===== config.mk =====
export PLATFORM = sky130hd
export DESIGN_NAME = pipe_controller_r1
export DESIGN_NICKNAME = d
export VERILOG_FILES = /design/src/rtl/ctrl_pkg.sv /design/src/rtl/ctrl_decode.sv /design/src/rtl/pipe_controller_r1.sv
export SDC_FILE = /design/constraint.sdc
export NUM_CORES = 1
export LEC_CHECK = 0
export CAP_MARGIN = 40
export CELL_PAD_IN_SITES_DETAIL_PLACEMENT = 2
export CELL_PAD_IN_SITES_GLOBAL_PLACEMENT = 2
export CORE_ASPECT_RATIO = 2
export CORE_UTILIZATION = 31
export DETAILED_ROUTE_END_ITERATION = 8
export PLACE_DENSITY = 0.8
export RECOVER_POWER = 50
export SLEW_MARGIN = 40
export SYNTH_ARGS = -nofsm -noshare
export SYNTH_HDL_FRONTEND = slang
export SYNTH_SLANG_ARGS = --single-unit

===== constraint.sdc =====
create_clock -name clk -period 3.26 [get_ports clk]
set_input_delay 0.652 -clock clk [delete_from_list [all_inputs] [get_ports clk]]
set_output_delay 0.652 -clock clk [all_outputs]
set_load 0.03 [all_outputs]

===== src/rtl/ctrl_pkg.sv =====
// ctrl_pkg: shared MIPS opcode/funct codes, control field encodings and pipeline control word types
package ctrl_pkg;
  localparam logic [5:0] OP_RTYPE = 6'h00, OP_J = 6'h02, OP_JAL = 6'h03, OP_BEQ = 6'h04, OP_BNE = 6'h05;
  localparam logic [5:0] OP_ADDI = 6'h08, OP_ADDIU = 6'h09, OP_SLTI = 6'h0a, OP_SLTIU = 6'h0b;
  localparam logic [5:0] OP_ANDI = 6'h0c, OP_ORI = 6'h0d, OP_XORI = 6'h0e, OP_LUI = 6'h0f;
  localparam logic [5:0] OP_LB = 6'h20, OP_LH = 6'h21, OP_LW = 6'h23, OP_LBU = 6'h24, OP_LHU = 6'h25;
  localparam logic [5:0] OP_SB = 6'h28, OP_SH = 6'h29, OP_SW = 6'h2b;
  localparam logic [5:0] FN_JR = 6'h08, FN_MFHI = 6'h10, FN_MFLO = 6'h12;
  localparam logic [5:0] FN_MULT = 6'h18, FN_MULTU = 6'h19, FN_DIV = 6'h1a, FN_DIVU = 6'h1b;
  localparam logic [5:0] FN_ADD = 6'h20, FN_SUB = 6'h22, FN_SLT = 6'h2a;
  localparam logic [2:0] ALU_ADD = 3'd0, ALU_SUB = 3'd1, ALU_AND = 3'd2, ALU_OR = 3'd3;
  localparam logic [2:0] ALU_XOR = 3'd4, ALU_SLT = 3'd5, ALU_RTYPE = 3'd7;
  localparam logic [1:0] RWS_ALU = 2'd0, RWS_LUI = 2'd1, RWS_PC4 = 2'd2;
  localparam logic [1:0] LS_BYTE = 2'd0, LS_HALF = 2'd1, LS_WORD = 2'd2;
  typedef struct packed {
    logic       aluSrc;
    logic       isSigned;
    logic [2:0] aluOp;
    logic       memRead;
    logic [3:0] memWrite;
    logic [1:0] loadSize;
    logic       loadSigned;
    logic       regWrite;
    logic       memtoReg;
    logic [1:0] regWriteSrc;
  } ctrl_word_t;
  typedef struct packed {
    logic jump;
    logic jumpReg;
    logic branchBeq;
    logic branchBne;
    logic usesRt;
    logic mulDiv;
    logic hiLoUse;
  } id_ctrl_t;
endpackage


===== src/rtl/ctrl_decode.sv =====
// ctrl_decode: combinational opcode/funcode decode into the pipelined control word (CTRL_MULDIV_EN adds HI/LO ops)
module ctrl_decode
  import ctrl_pkg::*;
#(
  parameter int REG_ADDR_W = 5
) (
  input  logic [5:0]            opcode,
  input  logic [5:0]            funcode,
  input  logic [REG_ADDR_W-1:0] rt,
  input  logic [REG_ADDR_W-1:0] rd,
  output ctrl_word_t            word,
  output id_ctrl_t              idCtrl,
  output logic [REG_ADDR_W-1:0] wrAddr
);
  logic [REG_ADDR_W-1:0] dest;
  always_comb begin
    word = '0;
    idCtrl = '0;
    dest = '0;
    word.regWriteSrc = RWS_ALU;
    case (opcode)
      OP_RTYPE: begin
        idCtrl.usesRt = 1'b1;
        case (funcode)
          FN_JR: idCtrl.jumpReg = 1'b1;
          FN_MULT, FN_MULTU, FN_DIV, FN_DIVU: begin
`ifdef CTRL_MULDIV_EN
            word.aluOp = ALU_RTYPE;
            word.isSigned = funcode == FN_MULT || funcode == FN_DIV;
            idCtrl.mulDiv = 1'b1;
            idCtrl.hiLoUse = 1'b1;
`endif
          end
          FN_MFHI, FN_MFLO: begin
`ifdef CTRL_MULDIV_EN
            word.aluOp = ALU_RTYPE;
            word.regWrite = 1'b1;
            dest = rd;
            idCtrl.hiLoUse = 1'b1;
`endif
          end
          default: begin
            word.aluOp = ALU_RTYPE;
            word.regWrite = 1'b1;
            word.isSigned = funcode == FN_ADD || funcode == FN_SUB || funcode == FN_SLT;
            dest = rd;
          end
        endcase
      end
      OP_J: idCtrl.jump = 1'b1;
      OP_JAL: begin
        idCtrl.jump = 1'b1;
        word.regWrite = 1'b1;
        word.regWriteSrc = RWS_PC4;
        dest = REG_ADDR_W'(31);
      end
      OP_BEQ, OP_BNE: begin
        word.aluOp = ALU_SUB;
        idCtrl.usesRt = 1'b1;
        idCtrl.branchBeq = opcode == OP_BEQ;
        idCtrl.branchBne = opcode == OP_BNE;
      end
      OP_ADDI, OP_ADDIU, OP_SLTI, OP_SLTIU, OP_ANDI, OP_ORI, OP_XORI, OP_LUI: begin
        word.aluSrc = 1'b1;
        word.regWrite = 1'b1;
        word.isSigned = opcode == OP_ADDI || opcode == OP_SLTI;
        word.aluOp = (opcode == OP_SLTI || opcode == OP_SLTIU) ? ALU_SLT :
                     opcode == OP_ANDI ? ALU_AND : opcode == OP_ORI ? ALU_OR :
                     opcode == OP_XORI ? ALU_XOR : ALU_ADD;
        word.regWriteSrc = opcode == OP_LUI ? RWS_LUI : RWS_ALU;
        dest = rt;
      end
      OP_LB, OP_LH, OP_LW, OP_LBU, OP_LHU: begin
        word.aluSrc = 1'b1;
        word.aluOp = ALU_ADD;
        word.memRead = 1'b1;
        word.memtoReg = 1'b1;
        word.regWrite = 1'b1;
        word.loadSize = opcode == OP_LW ? LS_WORD : (opcode == OP_LH || opcode == OP_LHU) ? LS_HALF : LS_BYTE;
        word.loadSigned = opcode == OP_LB || opcode == OP_LH;
        dest = rt;
      end
      OP_SB, OP_SH, OP_SW: begin
        word.aluSrc = 1'b1;
        word.aluOp = ALU_ADD;
        word.memWrite = opcode == OP_SW ? 4'b1111 : opcode == OP_SH ? 4'b0011 : 4'b0001;
        idCtrl.usesRt = 1'b1;
      end
      default: ;
    endcase
    word.regWrite = word.regWrite && dest != '0;
    wrAddr = word.regWrite ? dest : '0;
  end
endmodule


===== src/rtl/pipe_controller_r1.sv =====
// pipe_controller_r1: MIPS 5-stage control pipeline with load-use/branch stalls and IF/ID flush; CTRL_MULDIV_EN adds HI/LO busy stall
module pipe_controller_r1
  import ctrl_pkg::*;
#(
  parameter int REG_ADDR_W     = 5,
  parameter int BYTE_LANES     = 4,
  parameter int MULDIV_LATENCY = 4
) (
  input  logic                  clk,
  input  logic                  rst,
  input  logic [5:0]            opcode,
  input  logic [5:0]            funcode,
  input  logic [REG_ADDR_W-1:0] rs_id,
  input  logic [REG_ADDR_W-1:0] rt_id,
  input  logic [REG_ADDR_W-1:0] rd_id,
  input  logic                  branch_eq_id,
  output logic                  id_Jump,
  output logic                  id_JumpRegID,
  output logic                  id_BranchBEQ,
  output logic                  id_BranchBNE,
  output logic                  stall_id,
  output logic                  flush_if_id,
  output logic                  ex_ALUSrc,
  output logic                  ex_isSigned,
  output logic [2:0]            ex_ALUOp,
  output logic [REG_ADDR_W-1:0] ex_wr_addr,
  output logic                  mem_MemRead,
  output logic [BYTE_LANES-1:0] mem_MemWrite,
  output logic [1:0]            mem_LoadSize,
  output logic                  mem_LoadSigned,
  output logic                  wb_RegWrite,
  output logic                  wb_MemtoReg,
  output logic [1:0]            wb_RegWriteSrc,
  output logic [REG_ADDR_W-1:0] wb_wr_addr
);
  ctrl_word_t idWord, exWord, memWord, wbWord;
  id_ctrl_t idCtrl;
  logic [REG_ADDR_W-1:0] idWr, exWr, memWr, wbWr;
  logic loadUse, branchHaz, busyHaz, hazard, taken, unusedBits;
  ctrl_decode #(.REG_ADDR_W(REG_ADDR_W)) uDecode (
    .opcode (opcode),
    .funcode(funcode),
    .rt     (rt_id),
    .rd     (rd_id),
    .word   (idWord),
    .idCtrl (idCtrl),
    .wrAddr (idWr)
  );
  assign loadUse = exWord.memRead && exWr != '0 && (exWr == rs_id || (idCtrl.usesRt && exWr == rt_id));
  assign branchHaz = (idCtrl.branchBeq || idCtrl.branchBne || idCtrl.jumpReg) &&
                     ((exWord.regWrite && (exWr == rs_id || exWr == rt_id)) ||
                      (memWord.memRead && memWord.regWrite && (memWr == rs_id || memWr == rt_id)));
`ifdef CTRL_MULDIV_EN
  localparam int CNT_W = $clog2(MULDIV_LATENCY + 1);
  logic [CNT_W-1:0] busyCnt;
  always_ff @(posedge clk or posedge rst) begin
    if (rst) busyCnt <= '0;
    else busyCnt <= (idCtrl.mulDiv && !hazard) ? CNT_W'(MULDIV_LATENCY) : busyCnt != '0 ? busyCnt - 1'b1 : busyCnt;
  end
  assign busyHaz = idCtrl.hiLoUse && busyCnt != '0;
`else
  assign busyHaz = 1'b0;
`endif
  assign hazard = loadUse || branchHaz || busyHaz;
  assign taken = idCtrl.jump || idCtrl.jumpReg || (idCtrl.branchBeq && branch_eq_id) || (idCtrl.branchBne && !branch_eq_id);
  assign stall_id = !rst && hazard;
  assign flush_if_id = !rst && !hazard && taken;
  always_ff @(posedge clk or posedge rst) begin
    if (rst) begin
      exWord <= '0;
      memWord <= '0;
      wbWord <= '0;
      exWr <= '0;
      memWr <= '0;
      wbWr <= '0;
    end else begin
      exWord <= hazard ? '0 : idWord;
      exWr <= hazard ? '0 : idWr;
      memWord <= exWord;
      memWr <= exWr;
      wbWord <= memWord;
      wbWr <= memWr;
    end
  end
  assign id_Jump = idCtrl.jump;
  assign id_JumpRegID = idCtrl.jumpReg;
  assign id_BranchBEQ = idCtrl.branchBeq;
  assign id_BranchBNE = idCtrl.branchBne;
  assign ex_ALUSrc = exWord.aluSrc;
  assign ex_isSigned = exWord.isSigned;
  assign ex_ALUOp = exWord.aluOp;
  assign ex_wr_addr = exWr;
  assign mem_MemRead = memWord.memRead;
  assign mem_MemWrite = BYTE_LANES'(memWord.memWrite);
  assign mem_LoadSize = memWord.loadSize;
  assign mem_LoadSigned = memWord.loadSigned;
  assign wb_RegWrite = wbWord.regWrite;
  assign wb_MemtoReg = wbWord.memtoReg;
  assign wb_RegWriteSrc = wbWord.regWriteSrc;
  assign wb_wr_addr = wbWr;
  assign unusedBits = ^{memWord.aluSrc, memWord.isSigned, memWord.aluOp, wbWord.aluSrc, wbWord.isSigned,
                        wbWord.aluOp, wbWord.memRead, wbWord.memWrite, wbWord.loadSize, wbWord.loadSigned,
                        idCtrl.mulDiv, idCtrl.hiLoUse};
endmodule


[Word-level counts from Yosys, hierarchy flattened]
Cells that the tools add are included.
Storage, ports and cells
  register bits after elaboration: 48
  bits in latches: 0
  memory bits (writable): 0
  ROM bits: 0
  bits of input ports: 30
  output and inout port bits: 33
  memories: 0
Cells by class
  add/subtract/negate cells: 0
  $mul: 0
  div/mod/pow operators: 0
  order comparisons: 0
  equal/unequal tests: 34
  shift operators: 0
  multiplexer cells: 29
  bitwise gates (word level): 0
  reduce and logical (&&, ||, !) cells: 45
Operators by type and width (number)
  equality test 6 bit, second input constant: 11
  equality test 6 x 4 -> 1 bit, second input constant: 9
  equality test 6 x 5 -> 1 bit, second input constant: 6
  equality test 5 bit: 4
  two-way mux 17 bit: 1
  logical OR 1 bit: 16
  OR reduction 16 bit: 1
  two-way mux 3 bit: 5
  two-way mux 5 bit: 3
  one-hot mux 5 bit (3 select lines): 1
  OR reduction 14 bit: 1
  logical AND 1 bit: 13
  OR reduction 13 bit: 1
  equality test 6 x 2 -> 1 bit, second input constant: 2
  equality test 6 x 3 -> 1 bit, second input constant: 2
  two-way mux 4 bit: 3
  nonzero test 5 bit: 2
  two-way mux 1 bit: 9
  one-hot mux 3 bit (3 select lines): 1
  OR reduction 8 bit: 1
  OR reduction 7 bit: 1
  logical NOT 6 bit: 1
  two-way mux 2 bit: 3
  OR reduction 6 bit: 1
  6 further kinds: 10

[Logic depth before layout (Yosys ltp)]
  word-level depth: 10
  mapped depth: 7
  gate-level depth less buffers: 5

[Hierarchy]
Synthesis repeated with hierarchy kept, for this count alone.
Unflattened totals
  cell total of the unflattened synthesis: 209
  area, all modules: 2242.2 um^2
Modules (own cells, without submodules)
  pipe_controller_r1: times used 1, cells each 126, area an instance 1751.7 um^2, sequential area each 1201.2 um^2
  ctrl_decode: times used 1, cells each 83, area an instance 490.5 um^2, sequential area each 0.0 um^2

[Least setup slack after synthesis]
Ideal clock, no wire load.
  kind: in2out
  start: input port opcode[0]
  end: output port flush_if_id
  data arrival time: 2241 ps
  data required time: 2608 ps
  setup slack: 367 ps
  stages: 4
  buffers on the path: 1
  cell sequence: clkbuf_1 > nor4b_1 > o211ai_1 > a2111oi_2
On the way
  word-level cells in the longest chain between the ends: 10
Ends and longest elaborated chain
  from (decl): line pipe_controller_r1.sv:11  | input logic [5:0] opcode,
  equality test 6 bit, or another cell as far along: line ctrl_decode.sv:21  | case (opcode)
  OR reduction 6 bit (no source line) or OR reduction 2 bit (tied branches)
  two-way mux 1 bit or two-way mux 2 bit (tied branches): line ctrl_decode.sv:21
  logical AND 1 bit or logical OR 1 bit (tied branches): line pipe_controller_r1.sv:49, pipe_controller_r1.sv:50
  logical OR 1 bit, on equally long branches: line pipe_controller_r1.sv:49, pipe_controller_r1.sv:50
  logical AND 1 bit, on equally long branches: line pipe_controller_r1.sv:49, pipe_controller_r1.sv:50
  logical OR 1 bit: line pipe_controller_r1.sv:64  | assign hazard = loadUse || branchHaz || busyHaz;
  logical NOT 1 bit: line pipe_controller_r1.sv:67  | assign flush_if_id = !rst && !hazard && taken;
  logical AND 1 bit: line pipe_controller_r1.sv:67
  logical AND 1 bit *: line pipe_controller_r1.sv:67
  to (decl): line pipe_controller_r1.sv:22  | output logic flush_if_id,
Every way passes the cells marked *; elsewhere a longest branch is shown, timed or not.

[Worst setup path in the final report]
  start: input port funcode[0]
  end: output port flush_if_id
On the way
  word-level cells in the longest chain between the ends: 9
Ends and longest elaborated chain
  from (decl): line pipe_controller_r1.sv:12  | input logic [5:0] funcode,
  equality test 6 x 4 -> 1 bit *: line ctrl_decode.sv:24  | case (funcode)
  two-way mux 1 bit *: line ctrl_decode.sv:24
  two-way mux 1 bit *: line ctrl_decode.sv:21
  logical OR 1 bit: line pipe_controller_r1.sv:50  | assign branchHaz = (idCtrl.branchBeq || idCtrl.branchBne || idCtrl.jumpReg) &&
  logical AND 1 bit: line pipe_controller_r1.sv:50
  logical OR 1 bit: line pipe_controller_r1.sv:64
  logical NOT 1 bit: line pipe_controller_r1.sv:67
  logical AND 1 bit: line pipe_controller_r1.sv:67
  logical AND 1 bit *: line pipe_controller_r1.sv:67
Marks and branches as above.

==> results.yml <==
synth:
  synth-edff-count: 0
  synth_top_cells_by_count: "44 x dfrtp_1, 21 x nor2_1, 11 x nand2_1, 11 x xnor2_1, 11 x xor2_1"
  synthArstFlopShare_pct: 100
  ys_ff_latch: 44
  syn_area_um2: 2080
  synth_top_area_share_pct: 53.0
  synthFlopType: "dfrtp_1"
  ys_warn_count: 0
  synth_top_cell_by_area: "dfrtp_1"
  synth_area_leaders: "dfrtp_1 53%, xnor2_1 4.6%, xor2_1 4.6%"
  syn_avg_cell_area_um2: 11.0
  yosysMostFrequentCell: "dfrtp_1"
  synthesis.nets: 219
  synthDistinctLibCells: 46
  syn_inst: 189
  seq_area_frac_synth_pct: 53.0
detailed_routing:
  ant_nets: 0
  wl_met2_mm: 3.79
  met3_length_um: 135
  route.detailed.drc: 0
  routed_via_density: 4.97
  drt-pass1-iter-count: 6
  wl_per_cell_um: 18.0
  wl_met1_mm: 2.16
  first_iter_violations: 41
  highest_layer: "met4"
  wl_mm: 6.18
  via_count: 1709
power:
  p_leak_nw: 1.30
  power.density_nw_per_um2: 462
  finalPower_w: 0.00138
  ir_worst_vdd_mv: 0.167
critical_path:
  crit_type: "in2out"
  crit_fanout: 4
  arrival_ps: 2500
  cp-end-kind: "output pin"
  startpoint_type: "input port"
  required_ps: 2610
grt:
  antenna_found_initial: 0
  grt_pass1_vias: 1913
  grt_pass1_wl_mm: 9.92
  gr-usage-all-layers_pct: 19.4
  grt_max_degree: 45
  gr-total-overflow: 0
run_status:
  status: "finished clean"
floorplan:
  rows: 41
  core-area_um2: 6410
  die_h_um: 118
  start_util_pct: 32.4
  die_w_um: 59.9
  dieArea_um2: 7060
  io_pins: 63
clock_tree:
  cts_buffers: 5
  cts_tree: "built"
  cts.clk_slew.worst_paths_ps: 60
  htreeDepth: 2
  cts_sinks: 44
  clockBufferDepth: 2
  cts-root-buf: "clkbuf_16"
  clk_latency_ps: 290
layout:
  syn2layout_area_growth_pct: 44.1
  fin_util_pct: 46.7
  final_nets: 287
  diodes: 0
  drive_gt1_share_pct: 17.1
timing:
  slew_viol_final: 0
  fin_worst_hold_slack_ps: 348
  fin_ws_ps: 108
  fin_skew_ps: 6.77
  rsz0062_at_grt: "false"
  setup_viol: 0
  slew_headroom_pct: 28.1
  min_period_ps: 3150
  hold_violations: 0
  max_freq_ghz: 0.317
  fin_crit_sh_pct: 96.7
  worst_pin_slew_ps: 1080
place:
  place.gp.congestion: 0.829
  dp_hpwl_mm: 4.86
  post-place-ws_ps: -30.8
  portBuffers: 62
min_path:
  holdCritPathClass: "reg2reg"
flow_run:
  drv_cap: 0
[power breakdown]
part | leakage [nW] | internal [W] | switching [W]
Clock | 0.0840 | 0.000364 | 0.000216
Sequential | 0.600 | 0.000567 | 0.0000160
Combinational | 0.620 | 0.000102 | 0.000119
[metal layers]
metal,track usage (%),vias to the layer above
met5,0,-
met1,19.4,863
met4,7.85,0
met2,37.8,49
met3,1.65,7
li1,-,790
[logic make-up after synthesis]
group / Yosys count / share of synthesized area [%]
flops: 44 / 53.0
xor+xnor: 22 / 9.27
buf+inv: 21 / 6.08
compound gates: 30 / 11.4
simple gates: 72 / 20.2
[area by class of cell]
| class | instances | area (um^2) |
|---|---|---|
| Clock buffer | 5 | 125 |
| Clock inverter | 3 | 47.5 |
| Fill cell | 681 | 3420 |
| Inverter | 3 | 11.3 |
| Multi-Input combinational cell | 124 | 868 |
| Sequential cell | 44 | 1100 |
| Tap cell | 86 | 108 |
| Timing Repair Buffer | 79 | 733 |
[per-stage QoR]
step | cell area, um^2 | setup TNS (ps) | instances
5_1_grt | 2990 | 0 | 344
3_3_place_gp | 2810 | 0 | 336
6_report | 2990 | 0 | 344
2_1_floorplan | 2080 | 0 | 189
4_1_cts | 2980 | 0 | 344
3_5_place_dp | 2810 | -30.8 | 336
[placed cells by master (no fill, tap or decap), drive strengths merged, types with 3 or more instances in the layout]
cell type | synthesis | layout
clkdlybuf4s50 | 0 | 56
dfrtp | 44 | 44
nor2 | 21 | 21
buf | 14 | 21
nand2 | 11 | 11
xnor2 | 11 | 11
xor2 | 11 | 11
nor3 | 8 | 8
a21oi | 6 | 6
clkbuf | 4 | 6
nand2b | 5 | 5
nand3 | 5 | 5
a221oi | 5 | 5
nor4 | 5 | 5
o21ai | 4 | 4
or4 | 3 | 3
clkinv | 0 | 3
[final timing paths]
| check | slack, ps | start | end | depth (start not counted) |
|---|---|---|---|---|
| worst max-delay path | 110 | funcode[0] | flush_if_id | 7 |
| worst max register to register | 1220 | ex_wr_addr[1]$_DFF_PP0_ | ex_ALUOp[2]$_DFF_PP0_ | 6 |
| worst min-delay path | 350 | exWord[4]$_DFF_PP0_ | mem_LoadSigned$_DFF_PP0_ | 0 |
| max in group asynchronous | 1390 | rst | mem_MemWrite[2]$_DFF_PP0_ | 3 |
| min in group asynchronous | 1200 | rst | ex_ALUOp[0]$_DFF_PP0_ | 3 |
| worst min register to register | 350 | exWord[4]$_DFF_PP0_ | mem_LoadSigned$_DFF_PP0_ | 0 |
[sequential cells by signal, summed over array words and instances, names as in the netlist]
| register | flops |
|---|---|
| exWord | 10 |
| ex_ALUOp | 3 |
| ex_ALUSrc | 1 |
| ex_isSigned | 1 |
| ex_wr_addr | 5 |
| memWord | 3 |
| memWr | 5 |
| mem_LoadSigned | 1 |
| mem_LoadSize | 2 |
| mem_MemRead | 1 |
| mem_MemWrite | 3 |
| wb_MemtoReg | 1 |
| wb_RegWrite | 1 |
| wb_RegWriteSrc | 2 |
| wb_wr_addr | 5 |
[worst max-delay path, cell delays in order]
cell	delay [ps]
clkdlybuf4s50_1	450
nor3_2	230
nor4b_2	220
buf_4	170
o211ai_1	150
a2111oi_2	400
buf_4	220
[repair_timing]
action / 4_1_cts / 5_1_grt
cloned: 0 / 0
setup buffers: 0 / 0
resized for setup: 1 / 2
hold buffers: 0 / 0
endpoints found under the setup margin: 1 / 2
No activity file was read; power rests on OpenSTA's default activity.
